**src/rtl/playout_stats_ctrl_pkg.sv**
```systemverilog
`default_nettype none
// ---------------------------------------------------------------------------
// playout_stats_ctrl_pkg : board geometry, controller states, saturating math
// Rev 1.0
// ---------------------------------------------------------------------------
package playout_stats_ctrl_pkg;

  localparam int CELLS   = 16;
  localparam int CELL_W  = 5;
  localparam int BOARD_W = CELLS * CELL_W;
  localparam int IDX_W   = $clog2(CELLS);

  typedef enum logic [2:0] {
    ST_IDLE = 3'd0,
    ST_CRST = 3'd1,
    ST_PLAY = 3'd2,
    ST_SCAN = 3'd3,
    ST_NEXT = 3'd4
  } state_t;

  function automatic logic [31:0] sat_add32(input logic [31:0] a, input logic [31:0] b);
    logic [32:0] s;
    s = {1'b0, a} + {1'b0, b};
    return s[32] ? 32'hFFFF_FFFF : s[31:0];
  endfunction

  function automatic logic [7:0] sat_inc8(input logic [7:0] a);
    return (a == 8'hFF) ? a : a + 8'd1;
  endfunction

endpackage
`default_nettype wire

```
**src/rtl/playout_stats_ctrl_if.sv**
```systemverilog
`default_nettype none
// ---------------------------------------------------------------------------
// playout_stats_ctrl_if : host command, core handshake and batch statistics
// Rev 1.0
// ---------------------------------------------------------------------------
interface playout_stats_ctrl_if;
  import playout_stats_ctrl_pkg::*;

  logic               start;
  logic [15:0]        num_games;
  logic               core_calc_done;
  logic               core_stuck;
  logic [BOARD_W-1:0] core_board;
  logic               core_rst;
  logic               busy;
  logic               done;
  logic [15:0]        games_run;
  logic [31:0]        total_moves;
  logic [15:0]        best_moves;
  logic [CELL_W-1:0]  best_tile;
  logic [7:0]         timeouts;

  // master: host plus game core; slave: the controller
  modport master (
    output start, num_games, core_calc_done, core_stuck, core_board,
    input  core_rst, busy, done, games_run, total_moves, best_moves,
           best_tile, timeouts
  );

  modport slave (
    input  start, num_games, core_calc_done, core_stuck, core_board,
    output core_rst, busy, done, games_run, total_moves, best_moves,
           best_tile, timeouts
  );

endinterface
`default_nettype wire

```
**src/rtl/playout_stats_ctrl_board_cell_mux.sv**
```systemverilog
`default_nettype none
// ---------------------------------------------------------------------------
// board_cell_mux : combinational select of one 5-bit cell from the 80-bit board
// Rev 1.0
// ---------------------------------------------------------------------------
module board_cell_mux
  import playout_stats_ctrl_pkg::*;
(
  input  logic [BOARD_W-1:0] i_board,
  input  logic [IDX_W-1:0]   i_idx,
  output logic [CELL_W-1:0]  o_cell
);

  logic [CELL_W-1:0] w_cells [CELLS];

  for (genvar gi = 0; gi < CELLS; gi++) begin : g_cells
    assign w_cells[gi] = i_board[gi*CELL_W +: CELL_W];
  end

  assign o_cell = w_cells[i_idx];

endmodule
`default_nettype wire

```
**src/rtl/playout_stats_ctrl.sv**
```systemverilog
`default_nettype none
// ---------------------------------------------------------------------------
// playout_stats_ctrl : runs num_games 2048 playouts back to back, collects stats
// Rev 1.0
// ---------------------------------------------------------------------------
module playout_stats_ctrl
  import playout_stats_ctrl_pkg::*;
#(
  parameter int MAX_MOVES  = 65535,
  parameter int RST_CYCLES = 2
) (
  input  logic                 clk,
  input  logic                 rst,
  playout_stats_ctrl_if.slave  bus
);

  localparam int          RCW         = (RST_CYCLES > 1) ? $clog2(RST_CYCLES) : 1;
  localparam logic [15:0] C_MAX_MOVES = 16'(MAX_MOVES);
  localparam logic [RCW-1:0] C_RST_LAST = RCW'(RST_CYCLES - 1);

  state_t            r_state;
  state_t            w_state_nxt;

  logic [15:0]       r_num_games;
  logic [RCW-1:0]    r_rst_cnt;
  logic [15:0]       r_mc;
  logic              r_cd_q;
  logic              r_timeout;
  logic [IDX_W-1:0]  r_k;
  logic [CELL_W-1:0] r_gmax;
  logic              r_done;

  logic [15:0]       r_games_run;
  logic [31:0]       r_total_moves;
  logic [15:0]       r_best_moves;
  logic [CELL_W-1:0] r_best_tile;
  logic [7:0]        r_timeouts;

  logic              w_start_acc;
  logic              w_done_set;
  logic              w_move;
  logic              w_cap;
  logic [15:0]       w_games_inc;
  logic [CELL_W-1:0] w_cell;

  board_cell_mux u_cell_mux (
    .i_board (bus.core_board),
    .i_idx   (r_k),
    .o_cell  (w_cell)
  );

  assign w_games_inc = r_games_run + 16'd1;

  always_comb begin
    w_state_nxt = r_state;
    w_start_acc = 1'b0;
    w_done_set  = 1'b0;
    w_move      = 1'b0;
    w_cap       = 1'b0;
    case (r_state)
      ST_IDLE: begin
        if (bus.start) begin
          w_start_acc = 1'b1;
          if (bus.num_games == 16'd0) w_done_set  = 1'b1;
          else                        w_state_nxt = ST_CRST;
        end
      end
      ST_CRST: begin
        if (r_rst_cnt == C_RST_LAST) w_state_nxt = ST_PLAY;
      end
      ST_PLAY: begin
        // stuck wins over a coincident calc_done edge and over the cap
        if (bus.core_stuck) begin
          w_state_nxt = ST_SCAN;
        end else if (r_mc == C_MAX_MOVES) begin
          w_cap       = 1'b1;
          w_state_nxt = ST_SCAN;
        end else if (bus.core_calc_done && !r_cd_q) begin
          w_move = 1'b1;
        end
      end
      ST_SCAN: begin
        if (r_k == IDX_W'(CELLS - 1)) w_state_nxt = ST_NEXT;
      end
      ST_NEXT: begin
        if (w_games_inc == r_num_games) begin
          w_done_set  = 1'b1;
          w_state_nxt = ST_IDLE;
        end else begin
          w_state_nxt = ST_CRST;
        end
      end
      default: w_state_nxt = ST_IDLE;
    endcase
  end

  always_ff @(posedge clk) begin
    if (rst) begin
      r_state   <= ST_IDLE;
      r_done    <= 1'b0;
      r_rst_cnt <= '0;
      r_cd_q    <= 1'b0;
      r_mc      <= '0;
      r_timeout <= 1'b0;
      r_k       <= '0;
      r_gmax    <= '0;
    end else begin
      r_state   <= w_state_nxt;
      r_done    <= w_done_set;
      r_rst_cnt <= (r_state == ST_CRST) ? r_rst_cnt + RCW'(1) : '0;
      r_cd_q    <= (r_state == ST_PLAY) ? bus.core_calc_done : 1'b0;
      r_k       <= (r_state == ST_SCAN) ? r_k + IDX_W'(1) : '0;
      if (r_state == ST_CRST) begin
        r_mc      <= '0;
        r_timeout <= 1'b0;
        r_gmax    <= '0;
      end else begin
        if (w_move) r_mc <= r_mc + 16'd1;
        if (w_cap)  r_timeout <= 1'b1;
        if (r_state == ST_SCAN && w_cell > r_gmax) r_gmax <= w_cell;
      end
    end
  end

  // batch statistics: cleared by rst or an accepted start, updated only in NEXT
  always_ff @(posedge clk) begin
    if (rst) begin
      r_num_games   <= '0;
      r_games_run   <= '0;
      r_total_moves <= '0;
      r_best_moves  <= '0;
      r_best_tile   <= '0;
      r_timeouts    <= '0;
    end else if (w_start_acc) begin
      r_num_games   <= bus.num_games;
      r_games_run   <= '0;
      r_total_moves <= '0;
      r_best_moves  <= '0;
      r_best_tile   <= '0;
      r_timeouts    <= '0;
    end else if (r_state == ST_NEXT) begin
      r_games_run   <= w_games_inc;
      r_total_moves <= sat_add32(r_total_moves, {16'd0, r_mc});
      if (r_mc > r_best_moves)  r_best_moves <= r_mc;
      if (r_gmax > r_best_tile) r_best_tile  <= r_gmax;
      if (r_timeout)            r_timeouts   <= sat_inc8(r_timeouts);
    end
  end

  // the core only runs in PLAY; holding it in reset elsewhere also freezes its board
  assign bus.core_rst    = (r_state != ST_PLAY);
  assign bus.busy        = (r_state != ST_IDLE);
  assign bus.done        = r_done;
  assign bus.games_run   = r_games_run;
  assign bus.total_moves = r_total_moves;
  assign bus.best_moves  = r_best_moves;
  assign bus.best_tile   = r_best_tile;
  assign bus.timeouts    = r_timeouts;

endmodule
`default_nettype wire
```
**src/flat_wrapper.sv**
```systemverilog
// flat-port wrapper written by rule: the top's interface ports become plain ports
module playout_stats_ctrl_flat import playout_stats_ctrl_pkg::*;
#(
  parameter int MAX_MOVES  = 65535,
  parameter int RST_CYCLES = 2
)
  (clk, rst, bus_start, bus_num_games, bus_core_calc_done, bus_core_stuck, bus_core_board, bus_core_rst, bus_busy, bus_done, bus_games_run, bus_total_moves, bus_best_moves, bus_best_tile, bus_timeouts);
  playout_stats_ctrl_if bus_i ();
  input  logic clk;
  input  logic rst;
  input wire logic [$bits(bus_i.start)-1:0] bus_start;
  input wire logic [$bits(bus_i.num_games)-1:0] bus_num_games;
  input wire logic [$bits(bus_i.core_calc_done)-1:0] bus_core_calc_done;
  input wire logic [$bits(bus_i.core_stuck)-1:0] bus_core_stuck;
  input wire logic [$bits(bus_i.core_board)-1:0] bus_core_board;
  output wire logic [$bits(bus_i.core_rst)-1:0] bus_core_rst;
  output wire logic [$bits(bus_i.busy)-1:0] bus_busy;
  output wire logic [$bits(bus_i.done)-1:0] bus_done;
  output wire logic [$bits(bus_i.games_run)-1:0] bus_games_run;
  output wire logic [$bits(bus_i.total_moves)-1:0] bus_total_moves;
  output wire logic [$bits(bus_i.best_moves)-1:0] bus_best_moves;
  output wire logic [$bits(bus_i.best_tile)-1:0] bus_best_tile;
  output wire logic [$bits(bus_i.timeouts)-1:0] bus_timeouts;
  assign bus_i.start = bus_start;
  assign bus_i.num_games = bus_num_games;
  assign bus_i.core_calc_done = bus_core_calc_done;
  assign bus_i.core_stuck = bus_core_stuck;
  assign bus_i.core_board = bus_core_board;
  assign bus_core_rst = bus_i.core_rst;
  assign bus_busy = bus_i.busy;
  assign bus_done = bus_i.done;
  assign bus_games_run = bus_i.games_run;
  assign bus_total_moves = bus_i.total_moves;
  assign bus_best_moves = bus_i.best_moves;
  assign bus_best_tile = bus_i.best_tile;
  assign bus_timeouts = bus_i.timeouts;
  playout_stats_ctrl #(.MAX_MOVES(MAX_MOVES), .RST_CYCLES(RST_CYCLES)) u_core (.clk(clk), .rst(rst), .bus(bus_i));
endmodule
```
**config.mk**
```make
export PLATFORM = sky130hd
export DESIGN_NAME = playout_stats_ctrl_flat
export DESIGN_NICKNAME = d
export VERILOG_FILES = /design/src/rtl/playout_stats_ctrl_pkg.sv /design/src/rtl/playout_stats_ctrl_if.sv /design/src/rtl/playout_stats_ctrl_board_cell_mux.sv /design/src/rtl/playout_stats_ctrl.sv /design/src/flat_wrapper.sv
export SDC_FILE = /design/constraint.sdc
export NUM_CORES = 1
export LEC_CHECK = 0
export CELL_PAD_IN_SITES_DETAIL_PLACEMENT = 2
export CELL_PAD_IN_SITES_GLOBAL_PLACEMENT = 2
export CORE_MARGIN = 3
export CORE_UTILIZATION = 32
export CTS_CLUSTER_SIZE = 20
export DETAILED_ROUTE_END_ITERATION = 10
export PLACE_DENSITY_LB_ADDON = 0.3
export SYNTH_ARGS = -nofsm -noshare
export SYNTH_HDL_FRONTEND = slang
export SYNTH_HIERARCHICAL = 1
export SYNTH_SLANG_ARGS = --single-unit
export TNS_END_PERCENT = 100
```
**constraint.sdc**
```tcl
create_clock -name clk -period 9 [get_ports clk]
set_input_delay 0.9 -clock clk [delete_from_list [all_inputs] [get_ports clk]]
set_output_delay 0.9 -clock clk [all_outputs]
set_load 0.01 [all_outputs]
```
== Yosys cells after proc, flatten, opt, wreduce, memory -nomap -nowiden ==
Index checks and enable logic that the tools add are counted.
W data, S select, Z words.

* Memories kept: 0
* RAM bits: 0
* Bits in latches: 0
* Bits in read-only memories: 0
* Flip-flop bits (word level): 125
* Bits of input ports: 101
* Output and inout port bits: 80

* Multipliers: 0
* Equal/unequal tests: 14
* Div/mod/pow operators: 0
* Reductions and logical operators: 15
* Muxes and demuxes: 25
* $lt $le $gt $ge: 4
* Shifts and indexed selects: 0
* Add/subtract/negate cells: 6
* Bitwise gates (word level): 5

{| class="wikitable"
|+ Operator list
! cell !! number
|-
| $add A32 B16 Y33 || 1
|-
| $add A16 B1 Y16 const B || 2
|-
| $mux W32 || 1
|-
| $bmux W5 S4 || 1
|-
| $mux W3 || 6
|-
| $eq A16 B16 Y1 || 1
|-
| $eq A16 B16 Y1 const B || 1
|-
| $gt A16 B16 Y1 || 1
|-
| $logic_not A16 Y1 || 1
|-
| $pmux W3 S5 || 1
|-
| $mux W1 || 13
|-
| $gt A5 B5 Y1 || 2
|-
| $mux W5 || 2
|-
| $reduce_or A2 Y1 || 5
|-
| $add A8 B1 Y8 const B || 1
|-
| $eq A8 B8 Y1 const B || 1
|-
| $eq A3 B2 Y1 const B || 2
|-
| $ne A3 B2 Y1 const B || 2
|-
| $ge A5 B5 Y1 const B || 1
|-
| $not A4 Y5 || 1
|-
| $reduce_and A5 Y1 || 1
|-
| $add A4 B1 Y4 const B || 1
|-
| $eq A4 B4 Y1 const B || 1
|-
| $ne A2 B1 Y1 const B || 2
|-
| other kinds (12) || 18
|}

== Longest topological paths before layout ==
Gate-level depths: netlist of the first run.

* Depth in word-level cells: 6
* Depth in mapped cells: 13
* Mapped depth without buffers: 12

== By module ==
The synthesis of the first run kept the hierarchy.

{| class="wikitable"
|+ Modules (own cells, without submodules)
! module !! cells each !! area an instance (µm²) !! sequential area each (µm²) !! times used
|-
| playout_stats_ctrl || 825 || 6922.9 || 2502.4 || 1
|-
| board_cell_mux || 47 || 600.6 || 0.0 || 1
|}

== Worst setup path before layout of the first run ==
Ideal clock, no wire load.

* Path type: input port to flip-flop
* Start: input port bus_core_board[16]
* End: register u_core.r_gmax[0]
* Slack: 5.872 ns
* Library setup time: 0.128 ns
* Cell stages on the path: 11
* Data arrival time: 3.001 ns
* Path buffers: 0
* Required time: 8.872 ns
* Cells stage by stage: mux4_2 a22oi_1 nand3_1 ha_1 nor2b_1 o21a_1 o21a_1 o21ai_0 a21oi_1 mux2i_1 nor2_1

* Word-level cells in the longest chain between the ends: 5

{| class="wikitable"
|+ RTL lines
! item !! line !! RTL
|-
| start: declaration || flat_wrapper.sv:15 || <nowiki>input wire logic [$bits(bus_i.core_board)-1:0] bus_core_board;</nowiki>
|-
| $bmux W5 S4 || playout_stats_ctrl_board_cell_mux.sv:20 || <nowiki>assign o_cell = w_cells[i_idx];</nowiki>
|-
| $mux W5 (implied by the code) (2 in series) || playout_stats_ctrl_board_cell_mux.sv:20 ||
|-
| named net u_core.w_cell[1] || playout_stats_ctrl.sv:44 || <nowiki>logic [CELL_W-1:0] w_cell;</nowiki>
|-
| $gt A5 B5 Y1 || playout_stats_ctrl.sv:120 || <nowiki>if (r_state == ST_SCAN && w_cell > r_gmax) r_gmax <= w_cell;</nowiki>
|-
| $logic_and A1 B1 Y1 || playout_stats_ctrl.sv:120 ||
|-
| end signal: assignment || playout_stats_ctrl.sv:120 ||
|-
| end: declaration || playout_stats_ctrl.sv:30 || <nowiki>logic [CELL_W-1:0] r_gmax;</nowiki>
|}

The timed path passes the listed nets, and every way through them passes these cells. The select of a mux whose other input is x is not followed.
A chain may end at the register's enable or synchronous reset.

== Worst setup path after layout of the first run ==
* Start: register u_core.r_mc[0]
* End: register u_core.r_total_moves[9] (netlist: u_core/bus.total_moves[9])

* Word-level cells in the longest chain between the ends: 2

{| class="wikitable"
|+ RTL lines
! item !! line !! RTL
|-
| start: declaration || playout_stats_ctrl.sv:26 || <nowiki>logic [15:0] r_mc;</nowiki>
|-
| start signal: assignment || playout_stats_ctrl.sv:118 || <nowiki>if (w_move) r_mc <= r_mc + 16'd1;</nowiki>
|-
| $add A32 B16 Y33 || playout_stats_ctrl_pkg.sv:23 || <nowiki>s = {1'b0, a} + {1'b0, b};</nowiki>
|-
| $mux W32 || playout_stats_ctrl_pkg.sv:24 || <nowiki>return s[32] ? 32'hFFFF_FFFF : s[31:0];</nowiki>
|-
| end signal: assignment || playout_stats_ctrl.sv:143 || <nowiki>r_total_moves <= sat_add32(r_total_moves, {16'd0, r_mc});</nowiki>
|-
| end: declaration || playout_stats_ctrl.sv:34 || <nowiki>logic [31:0] r_total_moves;</nowiki>
|}

No other way between the ends.

==> results of run 1 <==
[synthesized netlist by cell type (4+ instances only)]
cell type / n / area, um^2
a21o_1: 9 / 67.56
a21oi_1: 73 / 365.4
a22oi_1: 6 / 45.04
a31oi_1: 6 / 37.54
and2_1: 6 / 37.54
and3_1: 8 / 50.05
and4_1: 7 / 61.31
buf_2: 7 / 35.03
clkbuf_1: 22 / 82.58
dfxtp_1: 125 / 2502
ha_1: 46 / 575.6
inv_1: 38 / 142.6
mux2i_1: 29 / 290.3
mux4_2: 20 / 450.4
nand2_1: 79 / 296.5
nand2b_1: 7 / 43.79
nand3_1: 40 / 200.2
nand4_1: 20 / 125.1
nor2_1: 93 / 349.1
nor2b_1: 9 / 56.30
nor3_1: 15 / 75.07
nor4_1: 9 / 56.30
o21a_1: 9 / 67.56
o21ai_0: 40 / 200.2
o31a_1: 4 / 35.03
o31ai_1: 4 / 30.03
or3_1: 14 / 87.58
xnor2_1: 36 / 315.3
xor2_1: 32 / 280.3
[power groups by stage]
stage                     Combinational [W]  Clock [W]  Sequential, W
after CTS                          0.000246   0.000719       0.000598
after global placement             0.000231          0       0.000607
after global routing               0.000268   0.000748       0.000601
final                              0.000243   0.000705       0.000598
after floorplan                    0.000147          0       0.000596
after detailed placement           0.000241          0       0.000608
[path summary, 6_finish.rpt]
check	to	depth (start not counted)	slack, ns
worst max-delay path	u_core/bus.total_moves[9]	9	5.29
worst min-delay path	u_core/r_rst_cnt	1	0.43
worst max register to register	u_core/bus.total_moves[9]	9	5.29
worst min register to register	u_core/r_rst_cnt	1	0.43
[cell type report]
class	instances	area, um^2
clock inverter	13	140.1
timing repair buffer	187	1854
multi-input combinational	673	4717
inverter	38	142.6
fill	2534	12650
tap	313	391.6
sequential	125	2502
clock buffer	19	452.9
[sequential cells by signal (all words and copies together) (netlist names), 4 cells and up]
name	cells
u_core/r_k	4
u_core/bus.best_tile	5
u_core/r_num_games	16
u_core/bus.best_moves	16
u_core/r_mc	16
u_core/bus.timeouts	8
u_core/bus.total_moves	32
u_core/r_gmax	5
u_core/bus.games_run	16
[kinds of logic (layout without fill, tap and decap cells)]
| group | after synthesis | after routing | synth area share [%] |
|---|---|---|---|
| simple gates | 321 | 321 | 20.82 |
| compound gates | 188 | 188 | 16.17 |
| flops | 125 | 125 | 33.26 |
| buf+inv | 74 | 257 | 4.074 |
| xor+xnor | 68 | 68 | 7.916 |
| mux | 49 | 49 | 9.845 |
| fa+ha+maj | 47 | 47 | 7.916 |
[worst register-to-register path: stages, from the launching register on]
cell,delay [ns]
dfxtp_1,0.39
ha_1,0.26
fa_1,0.43
a21oi_1,0.21
nor2_1,0.09
o31ai_1,0.44
or3_1,0.47
a21oi_1,0.19
nor2_1,0.89
a21oi_1,0.16
[metrics by stage]
step,std cells,instance area [um^2],hold slack [ns]
floorplan,872,7523,0.4013
global placement,1336,9608,0.4127
detailed placement,1336,9608,0.4208
CTS,1368,10200,0.4321
global route,1368,10200,0.4553
finish,1368,10200,0.4295
[layer usage]
layer  vias to the layer above  wire [um]
li1                       3485          -
met1                      3670      11410
met2                       142      13690
met3                        18       1021
met4                         0        197
met5                         -          0
==> summary.md, run 1 <==
| Metric | Value |
|---|---|
| Worst EP required | `9.25 ns` |
| Switching share of total power | `28.46%` |
| Syn nets | `1020` |
| Setup repair after global routing missed its margin | `no` |
| Syn-to-layout area delta | `35.59%` |
| Most used routing layer | `met2` |
| Detailed Routing Iterations Pass 1 | `4` |
| Most common cell after layout, fill and taps aside | `clkdlybuf4s50_1` |
| DRC Markers | `0` |
| Share of flip-flops with an asynchronous set or reset | `0%` |
| Via density | `5.347` |
| Pint | `0.001105 W` |
| Status | `complete, no violations` |
| Setup Viol. Count Final | `0` |
| Overall power | `about 0.0015 W` |
| WP buf/inv | `0` |
| Rel. slew slack | `about 25%` |
| Critical Path AT | `3.96 ns` |
| Most frequent CP cell | `a21oi_1` |
| Critical path endpoint category | `flip-flop` |
| Number of global-route vias before repair | `8002` |
| Ant diodes | `0` |
| Clk buf depth | `2` |
| EDFF count, synth | `0` |
| Min-delay src | `u_core/r_rst_cnt` |
| Setup WS post-layout | `5.291 ns` |
| Power Density | `151.5 nW/um^2` |
| Total GRT Usage | `roughly a fifth` |
| Commonest cells after routing, fill and taps aside | `180 x clkdlybuf4s50_1, 125 x dfxtp_1, 93 x nor2_1, 79 x nand2_1, 73 x a21oi_1` |
| Post-CTS Setup Inserts | `0` |
| Global route overflow | `0` |
| Hold Vio Cnt, Final | `0` |
| Slew @ Worst Pin | `1.121 ns` |
| Synth Area per Inst | `8.628 um^2` |
| First-pass GRT wire length | `42970 um` |
| Cell Rows | `55` |
| Logic pwr share | `15.7%` |
| Initial antenna violation count | `0` |
| Largest net degree at the start of global routing | `59` |
| #FFs+latches synth | `between 100 and 150` |
| Clk_lat worst skew | `~0.42 ns` |
| Worst VDD drop | `around 0.09 mV` |
| Crit Path Category | `flip-flop to flip-flop` |
| Worst-path clk slew | `around 0.060 ns` |
| GPL Wtd Cong | `0.7672` |
| CTS tree | `yes` |
| DRT iter0 DRCs | `238` |
| Die Ht | `approximately 160 um` |
| HP Class | `flip-flop to flip-flop` |
| Final Cycle Share | `41.21%` |
| Final Max Tran Viols | `0` |
| Setup TNS | `0 ns` |
| Routed via count | `roughly 7300` |
| Crit path launch type | `flip-flop` |
| Final WL | `roughly 26000 um` |
| Yosys Warn Count | `6` |
| Share of cells above drive strength 1 | `under 10%` |
| Max-cap violations | `0` |
| H-tree Lvls | `4` |
| CORE AREA | `22850 um^2` |
| Cell variety after synth | `66` |
| Setup WS pre-CTS | `slightly above 5 ns` |
| IO Pins | `181` |
| Post-Syn Instances | `just under 900` |
| Crit. Startpoint | `u_core/r_mc[0]` |
| CTS Sinks | `125` |
| Routed Antenna Nets | `0` |
| Resized Gates After CTS | `0` |
| Max Fanout on Critical Path | `14` |
| CP Cell Sequence | `ha_1 -> fa_1 -> a21oi_1 -> nor2_1 -> o31ai_1 -> or3_1 -> a21oi_1 -> nor2_1 -> a21oi_1` |
| Crit-path max cell delay | `0.89 ns` |
| Net Sw Power | `0.0004397 W` |
| Fmax | `0.2696 GHz` |
| Crit path max-delay family | `simple AND/OR/NAND/NOR gates` |
| Leak pwr | `3.537 nW` |
| Final core utilization | `between 40% and 50%` |
| Post-DP HPWL | `19360 um` |
| Post-synthesis sequential area ratio | `between 30% and 40%` |
| Met3 Usage GRT | `4.813%` |
| RR Startpoint | `u_core/r_mc[0]` |
| Seq pwr share | `slightly below 40%` |
| Initial Util | `between 30 and 40%` |
| Root Buffer | `clkbuf_16` |
| Clock power frac | `between 40% and 50%` |
| Die Footprint | `25390 um^2` |
| Routed wire per std cell | `19.24 um` |
| Met1 Track Usage GR | `24.81%` |
| Critical-path top delay cell | `nor2_1` |
| # hold bufs at CTS | `0` |
| Min cycle time layout | `3.709 ns` |
| Met2 usage in global routing | `37.90%` |
| Mapped cell area | `between 7000 and 8000 um^2` |
| IO Port Bufs | `180` |
| Max Clock Skew | `between 0.009 and 0.01 ns` |
| # nets final | `1190` |
| CTS Buf Count | `17` |
| Width of the die | `159.3 um` |
| Synth Flop Type | `dfxtp_1` |
Power figures use the tool's default switching activity.
==> run 2, diff against run 1 <==
--- a/config.mk
+++ b/config.mk
@@ -8,7 +8,7 @@
 export CELL_PAD_IN_SITES_DETAIL_PLACEMENT = 2
 export CELL_PAD_IN_SITES_GLOBAL_PLACEMENT = 2
 export CORE_MARGIN = 3
-export CORE_UTILIZATION = 32
+export CORE_UTILIZATION = 30
 export CTS_CLUSTER_SIZE = 20
 export DETAILED_ROUTE_END_ITERATION = 10
 export PLACE_DENSITY_LB_ADDON = 0.3
==> constraint.sdc (replaced) <==
create_clock -name clk -period 3.5 [get_ports clk]
set_input_delay 0.35 -clock clk [delete_from_list [all_inputs] [get_ports clk]]
set_output_delay 0.35 -clock clk [all_outputs]
set_load 0.01 [all_outputs]
==> summary.md, run 2 (synthesis results as in run 1) <==
| Metric | Value |
|---|---|
| Detailed Routing Iterations Pass 1 | `4 (unchanged)` |
| Commonest cells after routing, fill and taps aside | `180 x clkdlybuf4s50_1, 125 x dfxtp_1, 93 x nor2_1, 79 x nand2_1, 72 x a21oi_1` |
| Clock power frac | `47.3% (+1.7 points)` |
| Final Cycle Share | `87.09% (+46 points)` |
| Final Max Tran Viols | `0 (unchanged)` |
| CORE AREA | `24460 um^2 (+7.1%)` |
| Min cycle time layout | `3.048 ns (-0.6612 ns)` |
| CTS Buf Count | `17 (unchanged)` |
| Power Density | `394.2 nW/um^2 (+160%)` |
| Die Footprint | `27010 um^2 (+6.4%)` |
| DRC Markers | `0 (unchanged)` |
| Status | `complete, no violations` |
| Setup repair after global routing missed its margin | `no` |
| Largest net degree at the start of global routing | `59 (unchanged)` |
| DRT iter0 DRCs | `240 (+0.84%)` |
| Cell Rows | `57 (+3.6%)` |
| Max-cap violations | `0 (unchanged)` |
| Worst EP required | `3.84 ns (-5.41 ns)` |
| Pint | `0.002970 W (+170%)` |
| Post-CTS Setup Inserts | `0 (unchanged)` |
| Number of flip-flops in the largest register | `32 (unchanged)` |
| Logic pwr share | `15.2% (-0.5 points)` |
| Post-DP HPWL | `19510 um (+0.77%)` |
| Leak pwr | `3.665 nW (+3.6%)` |
| # nets final | `1209 (+1.6%)` |
| Switching share of total power | `27.61% (-0.84 points)` |
| Initial antenna violation count | `0 (unchanged)` |
| Total GRT Usage | `19.57% (-1.1 points)` |
| Setup Viol. Count Final | `0 (unchanged)` |
| Fillcell total | `2682 (+5.8%)` |
| Clk_lat worst skew | `0.42 ns (about the same)` |
| CTS Sinks | `125 (unchanged)` |
| Worst-path clk slew | `0.06 ns (about the same)` |
| Net Sw Power | `0.001133 W (+160%)` |
| Routed Antenna Nets | `0 (unchanged)` |
| Max Clock Skew | `0.01028 ns (+0.0004293 ns)` |
| Setup TNS | `0 ns (unchanged)` |
| Crit-path max cell delay | `0.55 ns (-0.34 ns)` |
| Reg2reg setup slack | `0.45 ns (-4.84 ns)` |
| Final WL | `26070 um (-0.97%)` |
| Routed via count | `7289 (-0.36%)` |
| Root Buffer | `clkbuf_16` |
| Global route overflow | `0 (unchanged)` |
| Worst VDD drop | `0.2394 mV (+170%)` |
| Number of global-route vias before repair | `7906 (-1.2%)` |
| IO Pins | `181 (unchanged)` |
| Hold slack | `0.4693 ns (+0.03972 ns)` |
| Fmax | `0.3281 GHz (+22%)` |
| Share of cells above drive strength 1 | `9.040% (+1.6 points)` |
| Resized Gates After CTS | `0 (unchanged)` |
| Width of the die | `164.4 um (+3.2%)` |
| Initial Util | `30.76% (-2.2 points)` |
| First-pass GRT wire length | `42240 um (-1.7%)` |
| HP Class | `flip-flop to flip-flop` |
| Slew @ Worst Pin | `0.6456 ns (-0.4755 ns)` |
| Via density | `5.218 (-2.4%)` |
| IO Port Bufs | `180 (unchanged)` |
| # hold bufs at CTS | `0 (unchanged)` |
| CTS tree | `yes` |
| Seq pwr share | `37.5% (-1.2 points)` |
| Syn-to-layout area delta | `38.38%` |
| Critical-path top delay cell | `or3_1` |
| Non-filler cells, final | `1397 (+2.1%)` |
| Min-delay src | `u_core/r_rst_cnt` |
| RR Startpoint | `u_core/r_mc[0]` |
| Hold Vio Cnt, Final | `0 (unchanged)` |
| Most common cell after layout, fill and taps aside | `clkdlybuf4s50_1` |
| Routed wire per std cell | `18.66 um (-3.0%)` |
| Rel. slew slack | `56.63% (+32 points)` |
| Clk buf depth | `2 (unchanged)` |
| Crit. Startpoint | `u_core/r_mc[0]` |
| Critical path endpoint category | `flip-flop` |
| Critical Path AT | `3.38 ns (-0.58 ns)` |
| Die Ht | `164.4 um (+3.2%)` |
| H-tree Lvls | `4 (unchanged)` |
| Ant diodes | `0 (unchanged)` |
| Crit Path Category | `flip-flop to flip-flop` |
| CP Cell Sequence | `ha_1 -> fa_1 -> a21oi_1 -> nor2_1 -> o31ai_1 -> buf_4 -> or3_1 -> a211o_1 -> and4_1 -> a211oi_2` |
| DP Cell Count | `1366 (+2.2%)` |
| Crit path launch type | `flip-flop` |
| GPL Wtd Cong | `0.7681 (+0.12%)` |
| Max Fanout on Critical Path | `8 (-6)` |
-- run 2: path summary, 6_finish.rpt --
check / cells past startpoint / end
worst max-delay path: 10 / u_core/bus.total_moves[23]
worst min-delay path: 1 / u_core/r_rst_cnt
worst max register to register: 10 / u_core/bus.total_moves[23]
worst min register to register: 1 / u_core/r_rst_cnt
-- run 2: per-layer routing --
| layer | GRT usage [%] | vias to the layer above | part of all wire (%) |
|---|---|---|---|
| met5 | 0 | - | 0 |
| met4 | 2.884 | 0 | 0.36 |
| met3 | 4.767 | 9 | 4.4 |
| met2 | 36.02 | 143 | 52 |
| met1 | 23.43 | 3619 | 43 |
| li1 | - | 3518 | - |
-- run 2: power by group through the flow --
| stage | Sequential, W | Combinational [W] | Clock [W] |
|---|---|---|---|
| 2_1_floorplan | 0.00153 | 0.000377 | 0 |
| 3_3_place_gp | 0.00156 | 0.000610 | 0 |
| 3_5_place_dp | 0.00157 | 0.000628 | 0 |
| 4_1_cts | 0.00154 | 0.000638 | 0.00200 |
| 5_1_grt | 0.00154 | 0.000695 | 0.00206 |
| 6_report | 0.00154 | 0.000625 | 0.00194 |
-- run 2: per-stage QoR --
step,cell area (um^2),total power (W),utilization (%),setup slack (ns)
after global routing,10410,0.004297,42.56,0.1588
after CTS,10410,0.004170,42.55,0.2221
final,10410,0.004104,42.56,0.4520
after floorplan,7523,0.001910,-,0.6521
after detailed placement,9777,0.002196,39.97,0.1012
after global placement,9777,0.002174,39.97,0.2157
-- run 2: critical path: cells and delay by family, from the launching register on --
family                   cells  cell delay (ns)
AND/OR/NAND/NOR              3             0.96
buffers and inverters        1             0.15
AO/OA/AOI/OAI                4             0.89
flip-flops                   1             0.49
adder cells (fa/ha/maj)      2             0.47
-- run 2: layout make-up --
type | count | area, um^2 | area share, %
Tap cell | 324 | 405.4 | 3.894
Multi-Input combinational cell | 673 | 4721 | 45.34
Timing Repair Buffer | 206 | 2009 | 19.30
Clock inverter | 14 | 205.2 | 1.971
Sequential cell | 125 | 2502 | 24.04
Clock buffer | 17 | 425.4 | 4.086
Inverter | 38 | 142.6 | 1.370
==> run 3, diff against run 2 <==
--- a/config.mk
+++ b/config.mk
@@ -5,13 +5,14 @@
 export SDC_FILE = /design/constraint.sdc
 export NUM_CORES = 1
 export LEC_CHECK = 0
-export CELL_PAD_IN_SITES_DETAIL_PLACEMENT = 2
-export CELL_PAD_IN_SITES_GLOBAL_PLACEMENT = 2
+export CELL_PAD_IN_SITES_DETAIL_PLACEMENT = 1
+export CELL_PAD_IN_SITES_GLOBAL_PLACEMENT = 1
 export CORE_MARGIN = 3
-export CORE_UTILIZATION = 30
-export CTS_CLUSTER_SIZE = 20
+export CORE_UTILIZATION = 37
+export CTS_CLUSTER_SIZE = 28
 export DETAILED_ROUTE_END_ITERATION = 10
 export PLACE_DENSITY_LB_ADDON = 0.3
+export SLEW_MARGIN = 20
 export SYNTH_ARGS = -nofsm -noshare
 export SYNTH_HDL_FRONTEND = slang
 export SYNTH_HIERARCHICAL = 1
==> summary.md, run 3 (synthesis results as in run 1) <==
| Metric | Value |
|---|---|
| Status | `complete, no violations` |
| HP Class | `flip-flop to flip-flop` |
| CORE AREA | `19720 um^2 (-19%)` |
| DRT iter0 DRCs | `238 (-0.83%)` |
| Critical-path top delay cell | `or3_1` |
| Routed via count | `7145 (-2.0%)` |
| Syn-to-layout area delta | `35.44%` |
| GPL Wtd Cong | `0.8242 (+7.3%)` |
| Fmax | `0.3211 GHz (-2.1%)` |
| Net Sw Power | `0.001065 W (-6.0%)` |
| CTS Buf Count | `17 (unchanged)` |
| Switching share of total power | `28.28% (+0.67 points)` |
| Die Ht | `148.6 um (-9.6%)` |
| Post-CTS Setup Inserts | `0 (unchanged)` |
| Rel. slew slack | `50.79% (-5.8 points)` |
| Met2 usage in global routing | `38.01% (+2.0 points)` |
| Critical Path AT | `3.37 ns (about the same)` |
| CTS Sinks | `125 (unchanged)` |
| Max-cap violations | `0 (unchanged)` |
| Crit path launch type | `flip-flop` |
| Max Clock Skew | `0.01678 ns (+0.006505 ns)` |
| IO Pins | `181 (unchanged)` |
| CP Cell Sequence | `ha_1 -> fa_1 -> a21oi_1 -> nor2_1 -> o31ai_1 -> or3_1 -> a211o_1 -> and4_1 -> a211oi_2` |
| Max Fanout on Critical Path | `8 (unchanged)` |
| Worst-path clk slew | `0.06 ns (about the same)` |
| Min cycle time layout | `3.114 ns (+0.06589 ns)` |
| IO Port Bufs | `180 (unchanged)` |
| Detailed Routing Iterations Pass 1 | `4 (unchanged)` |
| Most common cell after layout, fill and taps aside | `clkdlybuf4s50_1` |
| Final core utilization | `51.68% (+9.1 points)` |
| Most used routing layer | `met2` |
| Total GRT Usage | `21.08% (+1.5 points)` |
| Ant diodes | `0 (unchanged)` |
| Pint | `0.002701 W (-9.1%)` |
| Clk_lat worst skew | `0.42 ns (about the same)` |
| Worst VDD drop | `0.3162 mV (+32%)` |
| Fillcell total | `2306 (-14%)` |
| Largest net degree at the start of global routing | `31 (-47%)` |
| Critical path endpoint category | `flip-flop` |
| Crit Path Category | `flip-flop to flip-flop` |
| Die Footprint | `22080 um^2 (-18%)` |
| Number of flip-flops in the largest register | `32 (unchanged)` |
| Post-route cell area | `10190 um^2 (-2.1%)` |
| Root Buffer | `clkbuf_16` |
| Via density | `5.364 (+2.8%)` |
| Hold Vio Cnt, Final | `0 (unchanged)` |
| Setup TNS | `0 ns (unchanged)` |
| Cell Rows | `51 (-11%)` |
| Final Cycle Share | `88.97% (+1.9 points)` |
| Met1 Track Usage GR | `25.20% (+1.8 points)` |
| Clock power frac | `42.5% (-4.8 points)` |
| DRC Markers | `0 (unchanged)` |
| Setup Viol. Count Final | `0 (unchanged)` |
| Setup WS post-layout | `0.3861 ns (-0.06589 ns)` |
| First-pass GRT wire length | `37630 um (-11%)` |
| Seq pwr share | `40.8% (+3.3 points)` |
| Setup repair after global routing missed its margin | `no` |
| Number of global-route vias before repair | `7401 (-6.4%)` |
| Met3 Usage GRT | `5.545% (+0.78 points)` |
| Clk buf depth | `2 (unchanged)` |
| Commonest cells after routing, fill and taps aside | `180 x clkdlybuf4s50_1, 125 x dfxtp_1, 93 x nor2_1, 79 x nand2_1, 72 x a21oi_1` |
| Leak pwr | `3.575 nW (-2.5%)` |
| Setup WS pre-CTS | `0.1666 ns (+0.06542 ns)` |
| DP Area | `9658 um^2 (-1.2%)` |
| Share of cells above drive strength 1 | `8.435% (-0.61 points)` |
| Initial Util | `38.16% (+7.4 points)` |
| Crit-path max cell delay | `0.49 ns (-0.06 ns)` |
| Logic pwr share | `16.7% (+1.5 points)` |
| Routed wire per std cell | `17.73 um (-5.0%)` |
| Final Max Tran Viols | `0 (unchanged)` |
| # nets final | `1203 (-0.50%)` |
| Post-DP HPWL | `17960 um (-8.0%)` |
| Final WL | `23620 um (-9.4%)` |
| Reg2reg setup slack | `0.39 ns (-0.07 ns)` |
| H-tree Lvls | `4 (unchanged)` |
| Initial antenna violation count | `0 (unchanged)` |
| Worst EP required | `3.76 ns (-0.08 ns)` |
| Global route overflow | `0 (unchanged)` |
| Slew @ Worst Pin | `0.7381 ns (+0.09252 ns)` |
| Width of the die | `148.6 um (-9.6%)` |
| Routed Antenna Nets | `0 (unchanged)` |
| Power Density | `369.6 nW/um^2 (-6.2%)` |
| CTS tree | `yes` |
[run 3: worst paths after layout]
| path | start | end | depth (start not counted) |
|---|---|---|---|
| worst min register to register | u_core/r_rst_cnt | u_core/r_rst_cnt | 1 |
| worst max-delay path | u_core/r_mc[0] | u_core/bus.total_moves[23] | 9 |
| worst min-delay path | u_core/r_rst_cnt | u_core/r_rst_cnt | 1 |
| worst max register to register | u_core/r_mc[0] | u_core/bus.total_moves[23] | 9 |
[run 3: layer usage]
layer  routed length, um  share of wire [%]
met1               10150                 43
met2               11960                 51
met3                1321                5.6
met4                 193               0.82
met5                   0                  0
[run 3: per-stage QoR]
step           hold WS [ns]  std cells  power (W)
6_report             0.4262       1332   0.003766
5_1_grt              0.4509       1332   0.003947
4_1_cts              0.4276       1332   0.003820
3_5_place_dp         0.4191       1301   0.002197
3_3_place_gp         0.4138       1301   0.002175
2_1_floorplan        0.4013        872   0.001910
[run 3: repair_timing]
item                       in CTS  in global routing
gates resized for setup         0                  1
setup endpoints to repair       0                  2
hold buffers                    0                  0
[run 3: layout make-up]
| class | instances | area, um^2 | share of cell area [%] |
|---|---|---|---|
| multi-input cells | 673 | 4721 | 46.33 |
| clock inverters | 11 | 71.32 | 0.6999 |
| flip-flops and latches | 125 | 2502 | 24.56 |
| clock buffers | 20 | 456.7 | 4.482 |
| well taps | 265 | 331.6 | 3.254 |
| repair buffers | 200 | 1964 | 19.28 |
| inverters | 38 | 142.6 | 1.400 |
[run 3: power by group through the flow]
| stage | clock, W | sequential [W] | combinational, W |
|---|---|---|---|
| 3_3_place_gp | 0 | 0.00156 | 0.000614 |
| 3_5_place_dp | 0 | 0.00157 | 0.000632 |
| 5_1_grt | 0.00171 | 0.00154 | 0.000691 |
| 4_1_cts | 0.00165 | 0.00154 | 0.000635 |
| 2_1_floorplan | 0 | 0.00153 | 0.000377 |
| 6_report | 0.00160 | 0.00153 | 0.000629 |
[run 3: critical path, delay by kind of cell (launching register included)]
family	cells	cell delay (ns)
compound gates	4	1.07
simple gates	3	0.84
fa+ha+maj	2	0.66
flops	1	0.39
